===== src/rtl/cdb_arbiter_pkg.sv =====
// Shared constants for the common data bus arbiter: bus widths, the reserved
// "no dependency" tag, requester indices and the cdb_src width.
package cdb_arbiter_pkg;

  localparam int unsigned CdbDataWidth = 32;
  localparam int unsigned CdbTagWidth  = 32;
  localparam int unsigned CdbSrcWidth  = 3;

  // Tag value meaning "no dependency"; never broadcast.
  localparam int unsigned TagNone = 0;

  localparam int unsigned ReqAlu = 0;
  localparam int unsigned ReqLsb = 1;
  localparam int unsigned ReqBr  = 2;

  // Pointer width for a round-robin index over n requesters (at least 1 bit).
  function automatic int unsigned ptr_width(input int unsigned n);
    return (n > 1) ? $clog2(n) : 1;
  endfunction

endpackage


===== src/rtl/cdb_arbiter_rr_picker.sv =====
// Combinational round-robin find-first-set: scans req_i starting at ptr_i,
// wrapping modulo NumReq, and returns a one-hot grant plus its index.
module cdb_arbiter_rr_picker
  import cdb_arbiter_pkg::*;
#(
  parameter int unsigned NumReq   = 3,
  parameter int unsigned PtrWidth = ptr_width(NumReq)
) (
  input  logic [NumReq-1:0]   req_i,
  input  logic [PtrWidth-1:0] ptr_i,
  output logic [NumReq-1:0]   gnt_o,
  output logic [PtrWidth-1:0] idx_o,
  output logic                any_o
);

  int unsigned         cand;
  logic                found;
  logic [NumReq-1:0]   gnt;
  logic [PtrWidth-1:0] idx;

  // First requester at or after the pointer wins; later ones are masked.
  always_comb begin
    cand  = 0;
    found = 1'b0;
    gnt   = '0;
    idx   = '0;
    for (int unsigned k = 0; k < NumReq; k++) begin
      cand = (32'(ptr_i) + k) % NumReq;
      if (!found && req_i[cand[PtrWidth-1:0]]) begin
        found                   = 1'b1;
        gnt[cand[PtrWidth-1:0]] = 1'b1;
        idx                     = cand[PtrWidth-1:0];
      end
    end
  end

  assign gnt_o = gnt;
  assign idx_o = idx;
  assign any_o = found;

endmodule


===== src/rtl/cdb_arbiter.sv =====
// Common data bus arbiter: one holding buffer per result producer, occupied
// buffers granted round-robin, one registered (tag, data) broadcast per cycle.
// flush clears all pending results synchronously.
// Optional: define CDB_BYPASS_EN to let an empty requester with a live result
// arbitrate in the same cycle, cutting uncontested latency from 2 to 1.
module cdb_arbiter
  import cdb_arbiter_pkg::*;
#(
  parameter int unsigned NumReq    = 3,
  parameter int unsigned DataWidth = CdbDataWidth,
  parameter int unsigned TagWidth  = CdbTagWidth
) (
  input  logic                          clk,
  input  logic                          rst,
  input  logic                          flush,
  input  logic [NumReq-1:0]             req_valid,
  input  logic [NumReq*TagWidth-1:0]    req_tag,
  input  logic [NumReq*DataWidth-1:0]   req_data,
  output logic [NumReq-1:0]             req_ready,
  output logic                          cdb_valid,
  output logic [TagWidth-1:0]           cdb_tag,
  output logic [DataWidth-1:0]          cdb_data,
  output logic [CdbSrcWidth-1:0]        cdb_src
);

  localparam int unsigned PtrWidth = ptr_width(NumReq);

  logic [NumReq-1:0]      occ_q, occ_d;
  logic [TagWidth-1:0]    buf_tag_q  [NumReq];
  logic [TagWidth-1:0]    buf_tag_d  [NumReq];
  logic [DataWidth-1:0]   buf_data_q [NumReq];
  logic [DataWidth-1:0]   buf_data_d [NumReq];
  logic [PtrWidth-1:0]    rr_ptr_q, rr_ptr_d;
  logic                   cdb_valid_q, cdb_valid_d;
  logic [TagWidth-1:0]    cdb_tag_q, cdb_tag_d;
  logic [DataWidth-1:0]   cdb_data_q, cdb_data_d;
  logic [CdbSrcWidth-1:0] cdb_src_q, cdb_src_d;

  logic [TagWidth-1:0]    in_tag    [NumReq];
  logic [DataWidth-1:0]   in_data   [NumReq];
  logic [NumReq-1:0]      in_live;
  logic [TagWidth-1:0]    cand_tag  [NumReq];
  logic [DataWidth-1:0]   cand_data [NumReq];
  logic [NumReq-1:0]      arb_req;
  logic [NumReq-1:0]      byp;
  logic [NumReq-1:0]      gnt;
  logic [PtrWidth-1:0]    gnt_idx;
  logic                   gnt_any;

  // Unpack the requester buses; a live result is valid with a real tag.
  always_comb begin
    in_live = '0;
    for (int unsigned i = 0; i < NumReq; i++) begin
      in_tag[i]  = req_tag[i*TagWidth +: TagWidth];
      in_data[i] = req_data[i*DataWidth +: DataWidth];
      in_live[i] = req_valid[i] && (in_tag[i] != TagWidth'(TagNone));
    end
  end

  // Arbitration candidates: buffered entries, plus live inputs of empty buffers with bypass.
  always_comb begin
    arb_req = occ_q;
    for (int unsigned i = 0; i < NumReq; i++) begin
      cand_tag[i]  = buf_tag_q[i];
      cand_data[i] = buf_data_q[i];
    end
`ifdef CDB_BYPASS_EN
    arb_req = occ_q | in_live;
    for (int unsigned i = 0; i < NumReq; i++) begin
      if (!occ_q[i]) begin
        cand_tag[i]  = in_tag[i];
        cand_data[i] = in_data[i];
      end
    end
`endif
  end

  cdb_arbiter_rr_picker #(
    .NumReq   (NumReq),
    .PtrWidth (PtrWidth)
  ) u_picker (
    .req_i (arb_req),
    .ptr_i (rr_ptr_q),
    .gnt_o (gnt),
    .idx_o (gnt_idx),
    .any_o (gnt_any)
  );

  // A bypass grant goes straight to the bus and never touches the buffer.
  assign byp = gnt & ~occ_q;

  // A buffer being drained this cycle can be refilled in the same cycle.
  assign req_ready = flush ? '0 : (~occ_q | gnt);

  // Next-state: buffer fill/drain, broadcast register and pointer advance.
  always_comb begin
    occ_d       = occ_q;
    buf_tag_d   = buf_tag_q;
    buf_data_d  = buf_data_q;
    rr_ptr_d    = rr_ptr_q;
    cdb_valid_d = 1'b0;
    cdb_tag_d   = '0;
    cdb_data_d  = '0;
    cdb_src_d   = cdb_src_q;
    if (flush) begin
      occ_d    = '0;
      rr_ptr_d = '0;
    end else begin
      for (int unsigned i = 0; i < NumReq; i++) begin
        // Tag-0 pushes are accepted but fall through here and are dropped.
        if (in_live[i] && req_ready[i] && !byp[i]) begin
          occ_d[i]      = 1'b1;
          buf_tag_d[i]  = in_tag[i];
          buf_data_d[i] = in_data[i];
        end else if (gnt[i]) begin
          occ_d[i] = 1'b0;
        end
      end
      if (gnt_any) begin
        cdb_valid_d = 1'b1;
        cdb_tag_d   = cand_tag[gnt_idx];
        cdb_data_d  = cand_data[gnt_idx];
        cdb_src_d   = CdbSrcWidth'(gnt_idx);
        rr_ptr_d    = (gnt_idx == PtrWidth'(NumReq - 1)) ? '0 : gnt_idx + 1'b1;
      end
    end
  end

  // State registers with asynchronous active-low reset.
  always_ff @(posedge clk or negedge rst) begin
    if (!rst) begin
      occ_q       <= '0;
      rr_ptr_q    <= '0;
      cdb_valid_q <= 1'b0;
      cdb_tag_q   <= '0;
      cdb_data_q  <= '0;
      cdb_src_q   <= '0;
      for (int unsigned i = 0; i < NumReq; i++) begin
        buf_tag_q[i]  <= '0;
        buf_data_q[i] <= '0;
      end
    end else begin
      occ_q       <= occ_d;
      rr_ptr_q    <= rr_ptr_d;
      cdb_valid_q <= cdb_valid_d;
      cdb_tag_q   <= cdb_tag_d;
      cdb_data_q  <= cdb_data_d;
      cdb_src_q   <= cdb_src_d;
      buf_tag_q   <= buf_tag_d;
      buf_data_q  <= buf_data_d;
    end
  end

  assign cdb_valid = cdb_valid_q;
  assign cdb_tag   = cdb_tag_q;
  assign cdb_data  = cdb_data_q;
  assign cdb_src   = cdb_src_q;

endmodule


===== config.mk =====
export PLATFORM = sky130hd
export DESIGN_NAME = cdb_arbiter
export DESIGN_NICKNAME = d
export VERILOG_FILES = /design/src/rtl/cdb_arbiter_pkg.sv /design/src/rtl/cdb_arbiter_rr_picker.sv /design/src/rtl/cdb_arbiter.sv
export SDC_FILE = /design/constraint.sdc
export NUM_CORES = 1
export LEC_CHECK = 0
export CAP_MARGIN = 20
export CORE_UTILIZATION = 40
export DETAILED_ROUTE_END_ITERATION = 8
export GPL_TIMING_DRIVEN = 0
export PLACE_DENSITY_LB_ADDON = 0.2
export SLEW_MARGIN = 10
export SYNTH_ARGS = -nofsm -noshare
export SYNTH_HDL_FRONTEND = slang
export SYNTH_SLANG_ARGS = --single-unit
export TNS_END_PERCENT = 50

===== constraint.sdc =====
create_clock -name clk -period 3.4 [get_ports clk]
set_clock_uncertainty 0.15 [all_clocks]
set_input_delay 0.51 -clock clk [delete_from_list [all_inputs] [get_ports clk]]
set_output_delay 0.51 -clock clk [all_outputs]
set_load 0.02 [all_outputs]

### After elaboration in Yosys (flattened, before gate mapping)

Cells that the tools add are included.
Widths: inputs -> output; s select.

* memory bits (writable): 0
* ROM bits: 0
* output and inout bits: 71
* bits in latches: 0
* memories kept: 0
* register bits: 264
* logic and storage cells: 109

* add/subtract/negate cells: 3
* equality and inequality tests: 1
* magnitude comparators: 7
* reductions and logical operators: 30
* multiply operators: 0
* divide/modulo/power cells: 3
* muxes and demuxes: 44
* bitwise gates (word level): 7
* shifts and indexed selects: 0

Operators with widths (count)
* $mux 32: 8
* $bmux 32 s2: 2
* $reduce_bool 32->1: 3
* $mod 32x2->32 const B: 2
* $mod 2x2->32 const B: 1
* $mux 1: 17
* $mux 3: 5
* $logic_and 1x1->1: 14
* $mux 2: 6
* $lt 2x3->1 const B: 3
* $or 3x3->3: 3
* $reduce_bool 3->1: 3
* $reduce_and 2->1: 4
* $bmux 1 s2: 3
* $demux 1 s2: 3
* $ge 2x1->1 const B: 3
* $logic_not 1->1: 5
* $add 2x1->3 const B: 1
* $add 2x2->3 const B: 1
* $and 3x3->3: 1
* $ge 3x3->1 const B: 1
* $not 2->3: 1
* $not 3->3: 1
* $add 2x1->2 const B: 1
* other kinds (3): 3

### Depth between registers and ports, before layout

* depth after elaboration: 16
* mapped depth: 12
* mapped depth without buffers: 8

### Hierarchy

From an unflattened synthesis, not the netlist that was laid out.

* cells, all modules: 880
* area total of the unflattened synthesis: 11273.3 µm²

Modules (own cells, without submodules)
* cdb_arbiter: cells an instance 827, area an instance 10925.5 µm², instances 1
* cdb_arbiter_rr_picker: cells an instance 53, area an instance 347.8 µm², instances 1

### Worst setup path before layout

No wires, ideal clock.

* path kind: reg-to-reg
* start point: register rr_ptr_q[0]
* end point: register buf_data_q[10] (netlist bit)
* library setup time: 0.125 ns
* arrival: 2.652 ns
* cell stages (with the launch flop): 12
* buffers on the path: 4
* setup slack: 0.474 ns
* cell sequence: dfrtp_1 -> inv_1 -> ha_1 -> clkbuf_1 -> buf_2 -> a31o_2 -> a41oi_1 -> a21oi_1 -> and2_1 -> buf_2 -> buf_2 -> mux2_2

* word-level cells in the longest chain between the ends: 15
* elaborated cells on any way between the ends: 44

Ends and longest elaborated chain
* start: declaration: RTL line cdb_arbiter.sv:33 `logic [PtrWidth-1:0] rr_ptr_q, rr_ptr_d;`
* start signal: assignment: RTL line cdb_arbiter.sv:144 `rr_ptr_q <= rr_ptr_d;`
* $add 2x1->3 / $mod 2x2->32 (equally long branches): RTL line cdb_arbiter_rr_picker.sv:28 `cand = (32'(ptr_i) + k) % NumReq;`
* $mod 32x2->32 (tied with other cells): RTL line cdb_arbiter_rr_picker.sv:28
* $lt 2x3->1 (not written as such) (tied with other cells): RTL line cdb_arbiter_rr_picker.sv:31 `gnt[cand[PtrWidth-1:0]] = 1'b1;`
* $logic_and 1x1->1 (not written as such) (tied with other cells): RTL line cdb_arbiter_rr_picker.sv:31
* $mux 1 (not written as such) (tied with other cells): RTL line cdb_arbiter_rr_picker.sv:31
* $demux 1 s2 (tied with other cells)
* $or 3x3->3 (no source line) / $mux 1 (equally long branches)
* $mux 3 / $logic_not 1->1 (equally long branches): RTL line cdb_arbiter_rr_picker.sv:29 `if (!found && req_i[cand[PtrWidth-1:0]]) begin`
* $or 3x3->3 (no source line) / $logic_and 1x1->1 (equally long branches)
* $mux 3 *: RTL line cdb_arbiter_rr_picker.sv:29
* $or 3x3->3 *: RTL line cdb_arbiter.sv:93 `assign req_ready = flush ? '0 : (~occ_q | gnt);`
* $mux 3 *: RTL line cdb_arbiter.sv:93
* via req_ready[2]: RTL line cdb_arbiter.sv:19 `output logic [NumReq-1:0] req_ready,`
* $logic_and 1x1->1 * (2 in series): RTL line cdb_arbiter.sv:111 `if (in_live[i] && req_ready[i] && !byp[i]) begin`
* $reduce_and 2->1 (no source line) *
* end signal: assignment: RTL line cdb_arbiter.sv:150 `buf_data_q <= buf_data_d;`
* end: declaration: RTL line cdb_arbiter.sv:31 `logic [DataWidth-1:0] buf_data_q [NumReq];`

The timed path passes the listed nets; every way through them passes the cells marked *. The select of a mux whose other input is x is not followed.
A chain may end at the register's enable or synchronous reset.

### Worst setup path after layout

* start point: register rr_ptr_q[0]
* end point: output req_ready[1]

* word-level cells in the longest chain between the ends: 12
* elaborated cells on any way between the ends: 39

Ends and longest elaborated chain (RTL line)
* $add 2x1->3 / $mod 2x2->32 (equally long branches): cdb_arbiter_rr_picker.sv:28
* $mod 32x2->32 (tied with other cells): cdb_arbiter_rr_picker.sv:28
* $lt 2x3->1 (not written as such) (tied with other cells): cdb_arbiter_rr_picker.sv:31
* $logic_and 1x1->1 (not written as such) (tied with other cells): cdb_arbiter_rr_picker.sv:31
* $mux 1 (not written as such) (tied with other cells): cdb_arbiter_rr_picker.sv:31
* $demux 1 s2 (tied with other cells)
* $or 3x3->3 (no source line) / $mux 1 (equally long branches)
* $mux 3 / $logic_not 1->1 (equally long branches): cdb_arbiter_rr_picker.sv:29
* $or 3x3->3 (no source line) / $logic_and 1x1->1 (equally long branches)
* $mux 3 *: cdb_arbiter_rr_picker.sv:29
* $or 3x3->3 *: cdb_arbiter.sv:93
* $mux 3 *: cdb_arbiter.sv:93
* end: declaration: cdb_arbiter.sv:19

Every way passes the cells marked *; elsewhere a longest branch is shown, timed or not. The select of a mux whose other input is x is not followed.

==> reports/metrics.yaml <==
status: "complete, no violations"
worst_slew_pin_slew_ns: 0.910
p_comb_share_pct: 40.9
hpwlAfterDp_um: 21600
overflow: 0
power.switching_mw: 4.83
grt_pass1_wl_um: 47300
hp-class: "reg -> reg"
syn-num-nets: 1030
synth_enable_flop_cells: 0
powerDensity_mw_per_mm2: 905
tns_ns: 0
cts_inserted_buffers: 29
path_class: "reg -> out"
via_count: 7864
grt_max_degree: 111
root_buffer: "clkbuf_16"
yosysWarningCount: 0
routed_wl_um: 30900
layout_commonest_cell: "dfrtp_1"
fillCellCount: 2355
leakagePower_nw: 6.59
drv_slew: 0
ff2ff_path_depth: 10
cap_violations: 0
worstReg2RegStart: "rr_ptr_q[0]"
initial_utilization_pct: 41.0
die_w_um: 172
grtUsageTotal_pct: 21.1
fp.coreArea_mm2: 0.0280
end_kind: "output port"
wl_per_cell_um: 20.1
layout.nets: 1336
rows: 61
drt_iter0_markers: 435
rsz0062_at_grt: "true"
dpl_worst_slack_ns: -0.544
path_max_fanout: 7
synth_area_mm2: 0.0115
internal_power_mw: 9.48
yosys.cell_types.count: 48
reg2reg_to: "cdb_tag[25]"
worst_slack_ns: 0.0635
drive_above_1_share_pct: 26.4
irDropWorstVdd_mv: 0.382
cp.required_ns: 2.74
portBuffers: 267
finalCritPeriodShare_pct: 98.1
yosysSeqAreaShare_pct: 57.5
clk_latency_ns: 0.55
min_to: "buf_tag_q[49]"
clock-sinks: 264
dominantRegCellSynth: "dfrtp_1"
cp-start-kind: "flip-flop"
r2r_setup_slack_ns: 0.19
synthArstFlopShare_pct: 100
drc: 0
hold_violations: 0
layout_common_cells: "dfrtp_1, clkdlybuf4s50_1, mux2_2, nor2_1, mux2i_1"
drtAntennaViolNets: 0
ios: 269
fp.dieArea_mm2: 0.0294
fin_crit_ns: 3.34
hold_depth: 1
syn_to_final_growth_pct: 37.5
die_h_um: 172
clk_pin_slew_ns: 0.06
post_synth.cell_area_avg_um2: 13.9
synth_top_area_cell: "dfrtp_1"
fmax_mhz: 300
sequentialPowerShare_pct: 36.7
first_global_vias: 8368
cts_buffer_depth: 3
gp_congestion: 0.840
antenna_found_initial: 2
hold_start: "buf_tag_q[49]"
slew-limit-headroom_pct: 39.4
whs_ns: 0.332
setup-violations-final: 0
arrival_ns: 2.68
vias_per_cell: 5.13
synth_top_area_share_pct: 57.5
htreeDepth: 1
p_clk_share_pct: 22.5
switching_share_pct: 33.7
synth_seq_cells: 264
synth.area.top_cells: "dfrtp_1, mux2_2, mux2_4, mux2i_1, a211oi_1"
first_pass_iters: 4
syn_inst: 828
tritoncts: "built"
-- per-stage QoR --
| step | total power, mW | cells | util [%] | area [um2] |
|---|---|---|---|---|
| 2_1_floorplan | 9.10 | 828 | - | 11500 |
| 3_3_place_gp | 10.9 | 1473 | 52.3 | 14600 |
| 3_5_place_dp | 11.1 | 1475 | 52.5 | 14700 |
| 4_1_cts | 14.4 | 1529 | 56.1 | 15700 |
| 5_1_grt | 15.1 | 1533 | 56.4 | 15800 |
| 6_report | 14.3 | 1534 | 56.5 | 15800 |
-- synthesized netlist by cell type (2+ instances only) --
library cell,count
nor4_1,24
dfrtp_1,264
mux2_4,60
nor2_1,74
ha_1,4
o211ai_1,2
inv_1,5
nand4_1,7
buf_2,27
a41oi_1,2
and2_1,2
or2_2,2
nor3_1,2
clkbuf_1,19
a21oi_1,7
o22ai_1,2
o21ai_1,2
nand2_1,7
a31oi_1,3
o21ai_0,4
nand2b_1,5
a211oi_1,66
buf_1,3
nand3_1,3
mux2_1,6
nor2b_1,4
mux2_2,127
mux2i_1,68
or3_1,2
a31o_2,2
buf_8,6
-- per-layer routing --
layer  part of all wire [%]  vias to the layer above  track usage, %
met5                  0.042                        -               0
met4                    1.6                        2            4.70
met3                    7.6                       44            5.15
met2                     47                      241            34.4
met1                     44                     3958            28.4
li1                       -                     3619               -
-- power groups by stage --
stage | Clock (mW) | Combinational [mW] | Sequential [mW]
after global placement | 0 | 5.66 | 5.27
after detailed placement | 0 | 5.76 | 5.30
after global routing | 3.42 | 6.31 | 5.42
final | 3.21 | 5.85 | 5.25
after CTS | 3.28 | 5.84 | 5.26
after floorplan | 0 | 3.74 | 5.37
-- kinds of logic after synthesis --
| group | share of synthesized area [%] |
|---|---|
| buf+inv | 3.05 |
| simple gates | 5.65 |
| mux | 27.0 |
| fa+ha+maj | 0.522 |
| flops | 57.5 |
| other cells | 0.0326 |
| compound gates | 6.31 |
-- registers in the layout, indices dropped and copies added, names as in the netlist --
name / count
arb_req: 3
buf_tag_q: 96
cdb_src: 2
cdb_valid: 1
cdb_tag: 32
buf_data_q: 96
rr_ptr_q: 2
cdb_data: 32
-- area by class of cell --
type	count	area, um2	share of cell area [%]
plain buffers	57	343	2.17
well taps	378	473	2.99
clock buffers	39	833	5.27
inverters	5	18.8	0.119
flip-flops and latches	264	6610	41.8
diodes	1	2.50	0.0158
clock inverters	13	150	0.949
multi-input cells	501	4580	29.0
repair buffers	276	2800	17.7
-- critical path, cell delays in order, from the launching register on --
cell,delay [ns]
dfrtp_1,0.41
inv_1,0.10
ha_2,0.27
buf_2,0.17
nor4bb_2,0.26
a31oi_1,0.09
o21ai_2,0.17
a21oi_1,0.09
o211ai_1,0.24
nor2b_4,0.20
buf_4,0.15
-- timing repair --
item / 4_1_cts / 5_1_grt
hold buffers: 1 / 0
setup endpoints to repair: 76 / 146
endpoints found under the hold margin: 49 / 0
pin swaps: 2 / 3
resized for setup: 17 / 14
buffers inserted: 1 / 5
-- worst max-delay path by stage --
| stage | startpoint | endpoint | slack (ns) | cells after the start |
|---|---|---|---|---|
| floorplan | rr_ptr_q[0] | buf_data_q[10] | 0.47 | 11 |
| global placement | rst | buf_data_q[6] | -9.85 | 1 |
| detailed placement | rr_ptr_q[0] | cdb_tag[19] | -0.54 | 11 |
| CTS | rr_ptr_q[0] | req_ready[0] | 0.009 | 10 |
| global route | rr_ptr_q[0] | req_ready[1] | -0.12 | 10 |
| finish | rr_ptr_q[0] | req_ready[1] | 0.06 | 10 |
No activity file was read; power rests on OpenSTA's default activity.
